**src/rtl/vga_buffer_view_pkg.sv**
```systemverilog
// rtl/vga_buffer_view_pkg.sv - timing, geometry and colour constants for the buffer-view renderer
package vga_buffer_view_pkg;

    localparam int H_TOTAL     = 800;
    localparam int H_SYNC      = 96;
    localparam int V_TOTAL     = 525;
    localparam int V_SYNC      = 2;
    localparam int X_VIS_START = 144;
    localparam int X_VIS_END   = 783;
    localparam int Y_VIS_START = 35;
    localparam int Y_VIS_END   = 514;
    localparam int COL_X0      = 200;
    localparam int COL_PITCH   = 60;
    localparam int SLOT_Y0     = 345;
    localparam int SLOT_PITCH  = 45;

    localparam int CNT_W = 10;

    localparam logic [7:0] COLOR_BLACK = 8'h00;
    localparam logic [7:0] COLOR_FILL  = 8'h1C;
    localparam logic [7:0] COLOR_FLASH = 8'hE0;

    typedef struct packed {
        int h_total;
        int h_sync;
        int v_total;
        int v_sync;
        int x_vis_start;
        int x_vis_end;
        int y_vis_start;
        int y_vis_end;
        int col_x0;
        int col_pitch;
        int slot_y0;
        int slot_pitch;
    } vga_geom_t;

    localparam vga_geom_t GEOM_DEFAULT = '{
        h_total: H_TOTAL, h_sync: H_SYNC, v_total: V_TOTAL, v_sync: V_SYNC,
        x_vis_start: X_VIS_START, x_vis_end: X_VIS_END,
        y_vis_start: Y_VIS_START, y_vis_end: Y_VIS_END,
        col_x0: COL_X0, col_pitch: COL_PITCH,
        slot_y0: SLOT_Y0, slot_pitch: SLOT_PITCH
    };

    // Sprite image used for empty slots, indexed (x-x0)*CELL + (y-y0).
    function automatic logic [7:0] sprite_word(input int unsigned addr);
        return 8'((addr * 32'd29 + 32'd7) % 32'd256);
    endfunction

endpackage

```
**src/rtl/vga_buffer_view_if.sv**
```systemverilog
// rtl/vga_buffer_view_if.sv - occupancy/drop inputs and video outputs of the buffer-view renderer
interface vga_buffer_view_if #(
    parameter int NUM_BUF = 4
);
    logic [NUM_BUF*4-1:0] i_occ;
    logic [NUM_BUF-1:0]   i_drop;
    logic                 o_hsync;
    logic                 o_vsync;
    logic [7:0]           o_color;
    logic                 o_frame_start;

    modport master (
        output i_occ, i_drop,
        input  o_hsync, o_vsync, o_color, o_frame_start
    );

    modport slave (
        input  i_occ, i_drop,
        output o_hsync, o_vsync, o_color, o_frame_start
    );
endinterface

```
**src/rtl/vga_buffer_view_sprite_rom.sv**
```systemverilog
// rtl/vga_buffer_view_sprite_rom.sv - synchronous-read sprite ROM, one clock of latency
module sprite_rom
    import vga_buffer_view_pkg::*;
#(
    parameter int CELL = 35,
    parameter int AW   = 11
) (
    input  logic          clk,
    input  logic [AW-1:0] addr_i,
    output logic [7:0]    data_o
);
    localparam int WORDS = CELL * CELL;

    logic [7:0] data_q;

    always_ff @(posedge clk) begin
        data_q <= (int'(addr_i) < WORDS) ? sprite_word(32'(addr_i)) : COLOR_BLACK;
    end

    assign data_o = data_q;
endmodule

```
**src/rtl/vga_buffer_view.sv**
```systemverilog
// rtl/vga_buffer_view.sv - VGA renderer drawing one column of slots per buffer with drop flashes
module vga_buffer_view
    import vga_buffer_view_pkg::*;
#(
    parameter int        NUM_BUF      = 4,
    parameter int        DEPTH        = 6,
    parameter int        CELL         = 35,
    parameter int        FLASH_FRAMES = 30,
    parameter vga_geom_t GEOM         = GEOM_DEFAULT
) (
    input  logic             clk,
    input  logic             reset,
    vga_buffer_view_if.slave bus
);
    localparam int ROM_WORDS = CELL * CELL;
    localparam int ROM_AW    = (ROM_WORDS > 1) ? $clog2(ROM_WORDS) : 1;

    logic                    div_q;
    logic                    pix_en;
    logic [CNT_W-1:0]        x_q;
    logic [CNT_W-1:0]        y_q;
    logic [NUM_BUF-1:0][3:0] snap_q;
    logic [NUM_BUF-1:0][7:0] flash_q;

    logic              vis_d, hit_d, fill_d, border_d;
    logic [ROM_AW-1:0] addr_d;
    int                dx, dy;

    logic              vis1_q, hit1_q, fill1_q, border1_q, hs1_q, vs1_q, fs1_q;
    logic [ROM_AW-1:0] addr1_q;
    logic [7:0]        rom_data;
    logic [7:0]        color_d, color_q;
    logic              hs_q, vs_q, fs_q;

    assign pix_en = div_q;

    always_ff @(posedge clk or posedge reset) begin
        if (reset) begin
            div_q <= 1'b0;
            x_q   <= '0;
            y_q   <= '0;
        end else begin
            div_q <= ~div_q;
            if (pix_en) begin
                if (x_q == CNT_W'(GEOM.h_total - 1)) begin
                    x_q <= '0;
                    y_q <= (y_q == CNT_W'(GEOM.v_total - 1)) ? '0 : y_q + 1'b1;
                end else begin
                    x_q <= x_q + 1'b1;
                end
            end
        end
    end

    // Occupancy is frozen on the first line after the visible window so a frame never tears.
    always_ff @(posedge clk or posedge reset) begin
        if (reset) begin
            snap_q <= '0;
        end else if (pix_en && y_q == CNT_W'(GEOM.y_vis_end + 1) && x_q == '0) begin
            for (int b = 0; b < NUM_BUF; b++) begin
                snap_q[b] <= (bus.i_occ[4*b +: 4] > 4'(DEPTH)) ? 4'(DEPTH) : bus.i_occ[4*b +: 4];
            end
        end
    end

    always_ff @(posedge clk or posedge reset) begin
        if (reset) begin
            flash_q <= '0;
        end else begin
            for (int b = 0; b < NUM_BUF; b++) begin
                if (bus.i_drop[b]) begin
                    flash_q[b] <= 8'(FLASH_FRAMES);
                end else if (fs_q && flash_q[b] != 8'd0) begin
                    flash_q[b] <= flash_q[b] - 8'd1;
                end
            end
        end
    end

    always_comb begin
        vis_d    = (x_q >= CNT_W'(GEOM.x_vis_start)) && (x_q <= CNT_W'(GEOM.x_vis_end))
                && (y_q >= CNT_W'(GEOM.y_vis_start)) && (y_q <= CNT_W'(GEOM.y_vis_end));
        hit_d    = 1'b0;
        fill_d   = 1'b0;
        border_d = 1'b0;
        addr_d   = '0;
        dx       = 0;
        dy       = 0;
        for (int b = 0; b < NUM_BUF; b++) begin
            for (int s = 0; s < DEPTH; s++) begin
                dx = int'(x_q) - (GEOM.col_x0 + GEOM.col_pitch * b);
                dy = int'(y_q) - (GEOM.slot_y0 - GEOM.slot_pitch * s);
                if (dx >= 0 && dx < CELL && dy >= 0 && dy < CELL) begin
                    hit_d    = 1'b1;
                    fill_d   = (s < int'(snap_q[b]));
                    border_d = (flash_q[b] != 8'd0)
                            && (dx == 0 || dx == CELL - 1 || dy == 0 || dy == CELL - 1);
                    addr_d   = ROM_AW'(dx * CELL + dy);
                end
            end
        end
    end

    always_ff @(posedge clk or posedge reset) begin
        if (reset) begin
            vis1_q    <= 1'b0;
            hit1_q    <= 1'b0;
            fill1_q   <= 1'b0;
            border1_q <= 1'b0;
            addr1_q   <= '0;
            hs1_q     <= 1'b0;
            vs1_q     <= 1'b0;
            fs1_q     <= 1'b0;
        end else if (pix_en) begin
            vis1_q    <= vis_d;
            hit1_q    <= hit_d;
            fill1_q   <= fill_d;
            border1_q <= border_d;
            addr1_q   <= addr_d;
            hs1_q     <= (x_q < CNT_W'(GEOM.h_sync));
            vs1_q     <= (y_q < CNT_W'(GEOM.v_sync));
            fs1_q     <= (x_q == '0) && (y_q == '0);
        end
    end

    sprite_rom #(
        .CELL (CELL),
        .AW   (ROM_AW)
    ) u_sprite_rom (
        .clk    (clk),
        .addr_i (addr1_q),
        .data_o (rom_data)
    );

    always_comb begin
        color_d = COLOR_BLACK;
        if (vis1_q && hit1_q) begin
            if (border1_q) begin
                color_d = COLOR_FLASH;
            end else if (fill1_q) begin
                color_d = COLOR_FILL;
            end else begin
                color_d = rom_data;
            end
        end
    end

    // Frame start is narrowed to the first clk of the pixel so it can drive the flash decrement.
    always_ff @(posedge clk or posedge reset) begin
        if (reset) begin
            color_q <= COLOR_BLACK;
            hs_q    <= 1'b0;
            vs_q    <= 1'b0;
            fs_q    <= 1'b0;
        end else begin
            fs_q <= pix_en & fs1_q;
            if (pix_en) begin
                color_q <= color_d;
                hs_q    <= hs1_q;
                vs_q    <= vs1_q;
            end
        end
    end

    assign bus.o_color       = color_q;
    assign bus.o_hsync       = hs_q;
    assign bus.o_vsync       = vs_q;
    assign bus.o_frame_start = fs_q;
endmodule

```
**src/flat_wrapper.sv**
```systemverilog
// flat-port wrapper written by rule: the top's interface ports become plain ports
module vga_buffer_view_flat import vga_buffer_view_pkg::*;
#(
    parameter int        NUM_BUF      = 4,
    parameter int        DEPTH        = 6,
    parameter int        CELL         = 35,
    parameter int        FLASH_FRAMES = 30,
    parameter vga_geom_t GEOM         = GEOM_DEFAULT
)
  (clk, reset, bus_i_occ, bus_i_drop, bus_o_hsync, bus_o_vsync, bus_o_color, bus_o_frame_start);
  vga_buffer_view_if #(.NUM_BUF(NUM_BUF)) bus_i ();
  input  logic clk;
  input  logic reset;
  input wire logic [$bits(bus_i.i_occ)-1:0] bus_i_occ;
  input wire logic [$bits(bus_i.i_drop)-1:0] bus_i_drop;
  output wire logic [$bits(bus_i.o_hsync)-1:0] bus_o_hsync;
  output wire logic [$bits(bus_i.o_vsync)-1:0] bus_o_vsync;
  output wire logic [$bits(bus_i.o_color)-1:0] bus_o_color;
  output wire logic [$bits(bus_i.o_frame_start)-1:0] bus_o_frame_start;
  assign bus_i.i_occ = bus_i_occ;
  assign bus_i.i_drop = bus_i_drop;
  assign bus_o_hsync = bus_i.o_hsync;
  assign bus_o_vsync = bus_i.o_vsync;
  assign bus_o_color = bus_i.o_color;
  assign bus_o_frame_start = bus_i.o_frame_start;
  vga_buffer_view #(.NUM_BUF(NUM_BUF), .DEPTH(DEPTH), .CELL(CELL), .FLASH_FRAMES(FLASH_FRAMES), .GEOM(GEOM)) u_core (.clk(clk), .reset(reset), .bus(bus_i));
endmodule
```
**config.mk**
```make
export PLATFORM = sky130hd
export DESIGN_NAME = vga_buffer_view_flat
export DESIGN_NICKNAME = d
export VERILOG_FILES = /design/src/rtl/vga_buffer_view_pkg.sv /design/src/rtl/vga_buffer_view_if.sv /design/src/rtl/vga_buffer_view_sprite_rom.sv /design/src/rtl/vga_buffer_view.sv /design/src/flat_wrapper.sv
export SDC_FILE = /design/constraint.sdc
export NUM_CORES = 1
export LEC_CHECK = 0
export CORE_MARGIN = 2
export CORE_UTILIZATION = 30
export CTS_BUF_LIST = sky130_fd_sc_hd__clkbuf_16
export CTS_CLUSTER_DIAMETER = 80
export DETAILED_ROUTE_END_ITERATION = 8
export GPL_TIMING_DRIVEN = 0
export PLACE_DENSITY = 0.49
export SYNTH_ARGS = -nofsm -noshare
export SYNTH_HDL_FRONTEND = slang
export SYNTH_SLANG_ARGS = --single-unit
```
**constraint.sdc**
```tcl
create_clock -name clk -period 5.83 [get_ports clk]
set_input_delay 0.583 -clock clk [delete_from_list [all_inputs] [get_ports clk]]
set_output_delay 0.583 -clock clk [all_outputs]
set_load 0.02 [all_outputs]
```
==> results.cfg <==
[global_route]
grt_max_degree = 63
grt_pass1_wl_mm = 169
antenna_found_initial = 12
track_usage_pct = 32.3
grt_pass1_vias = 22000
gr-total-overflow = 0

[finish]
fin_nets = 3300
register_area_mm2 = 0.00262
fillCellCount = 7463
final_cell_mix = ha_1, nor2_1, a21oi_1, nand2_1, xnor2_1
area_growth_syn_to_layout_pct = 18.6
drive_above_1_share_pct = 13.9
final_common_cell = ha_1
multiInputGateArea_mm2 = 0.0192
final_util_pct = 36.0

[worst_setup_path]
cp-end-kind = flip-flop
max_stage_delay_ns = 0.63
critPathArrivalTime_ns = 6.08
worstPathRequired_ns = 6.11
slowest_stage = a221oi_1
worstSetupStartpointType = flip-flop
path_max_fanout = 12
crit_chain = buf_2 -> inv_1 -> ha_1 -> a21boi_1 -> nor2b_1 -> xnor2_4 -> nand2_1 -> o211ai_1 -> clkbuf_1 -> o221ai_1 -> o21ai_0 -> a31oi_1 -> a221oi_1 -> o21ai_1
path_class = flip-flop to flip-flop

[synthesis]
synth_cell_type_count = 114
synth_seq_cells = 106
synth_cells = 2793
yosysTopAreaCellShare_pct = 18.5
ys_top_cells_by_area = ha_1, dfrtp_1, xnor2_1
synth_edf_count = 0
netlist_area_mm2 = 0.0217
syn-num-nets = 3163
synth.avg_cell_area_um2 = 7.76
ys_seq_area_share_pct = 12.0
yosysWarnings = 0
synth_flop_cell = dfrtp_1
synth_top_area_cell = ha_1
synth-async-reset-ratio_pct = 92.5

[timing]
hold_viol_final = 0
setup_violations = 0
rsz0062_at_grt = yes
max_freq_mhz = 172
worstMarginPinSlew_ns = 1.44
clock_skew_ns = 0.0279
finalMaxSlewViolations = 0
fin_crit_sh_pct = 99.5
relSlewSlack_pct = 2.93
final.min_clock_period_ns = 5.80

[outcome]
status = completed

[hold_path]
holdCritPathClass = flip-flop to flip-flop

[flow_run]
maxCapViolCount = 0

[pwr]
p_leak_nw = 10.7
total_power_w = 0.00143
pwr_density_cell_mw_per_mm2 = 55.6
worst_ir_drop_vdd_v = 0.000119

[clock_network]
cts_made_buffers = 9
root_buffer = clkbuf_16
clockBufferDepth = 2
clock-sinks = 106
cts_max_level = 3
cts_tree = yes
clk_pin_slew_ns = 0.10
worstSkewPairLatency_ns = 0.41

[drt]
wl_met2_mm = 53.1
num_vias = 23500
totalWireLength_mm = 123
dr_wl_met3_mm = 9.69
wl_met1_mm = 52.2
firstDrtPassIters = 6
viasPerCell = 6.04
ant_nets = 0
drt-wirelength-per-cell_um = 31.7
first_iter_violations = 2637
routed.top_layer = met5
drc = 0

[die]
initial_core_util_pct = 30.3
die-area_mm2 = 0.0744
io-pin-count = 33
row_count = 98
die_h_um = 273
core_region_area_mm2 = 0.0715
die_x_um = 273

[placed_design]
dp_hpwl_mm = 101
gp_congestion = 1.05
numPortBuffers = 32
-- critical path, delay by kind of cell, from the launching register on --
| family | cells | cell delay (ns) |
|---|---|---|
| AO/OA/AOI/OAI | 7 | 2.40 |
| adder cells (fa/ha/maj) | 1 | 0.38 |
| AND/OR/NAND/NOR | 2 | 0.42 |
| XOR/XNOR | 1 | 0.53 |
| buffers and inverters | 3 | 1.37 |
| flip-flops | 1 | 0.55 |
-- through the flow --
step                setup WS [ns]  instance area [µm²]  setup TNS (ns)  hold slack, ns  instances
finish                     0.0264                25700               0           0.465       3887
global route               -0.122                25700          -0.152           0.490       3885
CTS                       -0.0985                25000          -0.168           0.470       3862
detailed placement          -2.42                23800          -10.44           0.434       3804
global placement            -2.46                23200          -16.64           0.438       3775
floorplan                   0.293                21700               0           0.423       2793
-- flip-flops by register name (all words and copies together), names as in the netlist --
signal and cells:
u_core.bus.o_vsync 1, u_core.hs1_q 1, u_core.snap_q 16, u_core.vs1_q 1
u_core.bus.o_hsync 1, u_core.y_q 10, u_core.border1_q 1, u_core.hit1_q 1
u_core.addr1_q 11, u_core.flash_q 32, u_core.bus.o_frame_start 1, u_core.bus.o_color 8
u_core.div_q 1, u_core.u_sprite_rom.data_o 8, u_core.fill1_q 1, u_core.vis1_q 1
u_core.fs1_q 1, u_core.x_q 10
-- layout make-up --
class	count	share of cell area (%)
sequential	106	10.2
timing repair buffer	127	4.99
clock buffer	9	0.876
multi-input combinational	2414	74.5
antenna	2	0.0195
buffer	100	1.95
inverter	172	2.59
clock inverter	7	0.229
tap	950	4.62
-- layer usage --
metal	vias to the layer above	GRT usage, %
met5	-	0
met4	10	18.6
met3	231	5.40
met2	1067	49.3
met1	11700	42.8
li1	10500	-
-- cells in the mapped netlist (47+ instances only) --
cell type and instances:
clkbuf_1 47, a21oi_1 209, ha_1 320, xor2_1 105
xnor2_1 221, nor3_1 101, dfrtp_1 98, nand2_1 190
a21o_1 49, o21ai_0 164, nand3_1 55, nor2_1 258
inv_1 166
-- power breakdown --
part           internal [W]  switching [W]  leakage [nW]  total (W)
registers          0.000736     0.00000555          1.25   0.000742
clock network      0.000299       0.000343         0.144   0.000641
logic             0.0000197      0.0000259          9.29  0.0000456
-- path summary, 6_finish.rpt --
kind / from / endpoint / slack [ns] / cells past startpoint
max: u_core.y_q[2]$_DFFE_PP0P_ / u_core.addr1_q[4]$_DFFE_PP0P_ / 0.03 / 14
min: u_core.u_sprite_rom.data_o[1]$_SDFF_PP0_ / u_core.bus.o_color[1]$_DFFE_PP0P_ / 0.47 / 1
max reg2reg: u_core.y_q[2]$_DFFE_PP0P_ / u_core.addr1_q[4]$_DFFE_PP0P_ / 0.03 / 14
min reg2reg: u_core.u_sprite_rom.data_o[1]$_SDFF_PP0_ / u_core.bus.o_color[1]$_DFFE_PP0P_ / 0.47 / 1
max in group asynchronous: reset / u_core.y_q[1]$_DFFE_PP0P_ / 4.44 / 3
min in group asynchronous: reset / u_core.flash_q[4]$_DFFE_PP0P_ / 0.58 / 2
-- kinds of logic after synthesis --
logic type / after synthesis / synth area share, %
buf+inv: 273 / 5.17
mux: 21 / 1.01
xor+xnor: 345 / 15.0
compound gates: 838 / 26.2
fa+ha+maj: 350 / 21.1
simple gates: 860 / 19.4
flops: 106 / 12.0
-- what timing repair did --
action | in CTS | in global routing
pin swaps | 19 | 31
setup buffers | 43 | 23
gates resized for setup | 98 | 91
hold buffers | 0 | 0
endpoints found under the setup margin | 11 | 11
Note: power is estimated with default switching activity, not from simulation.
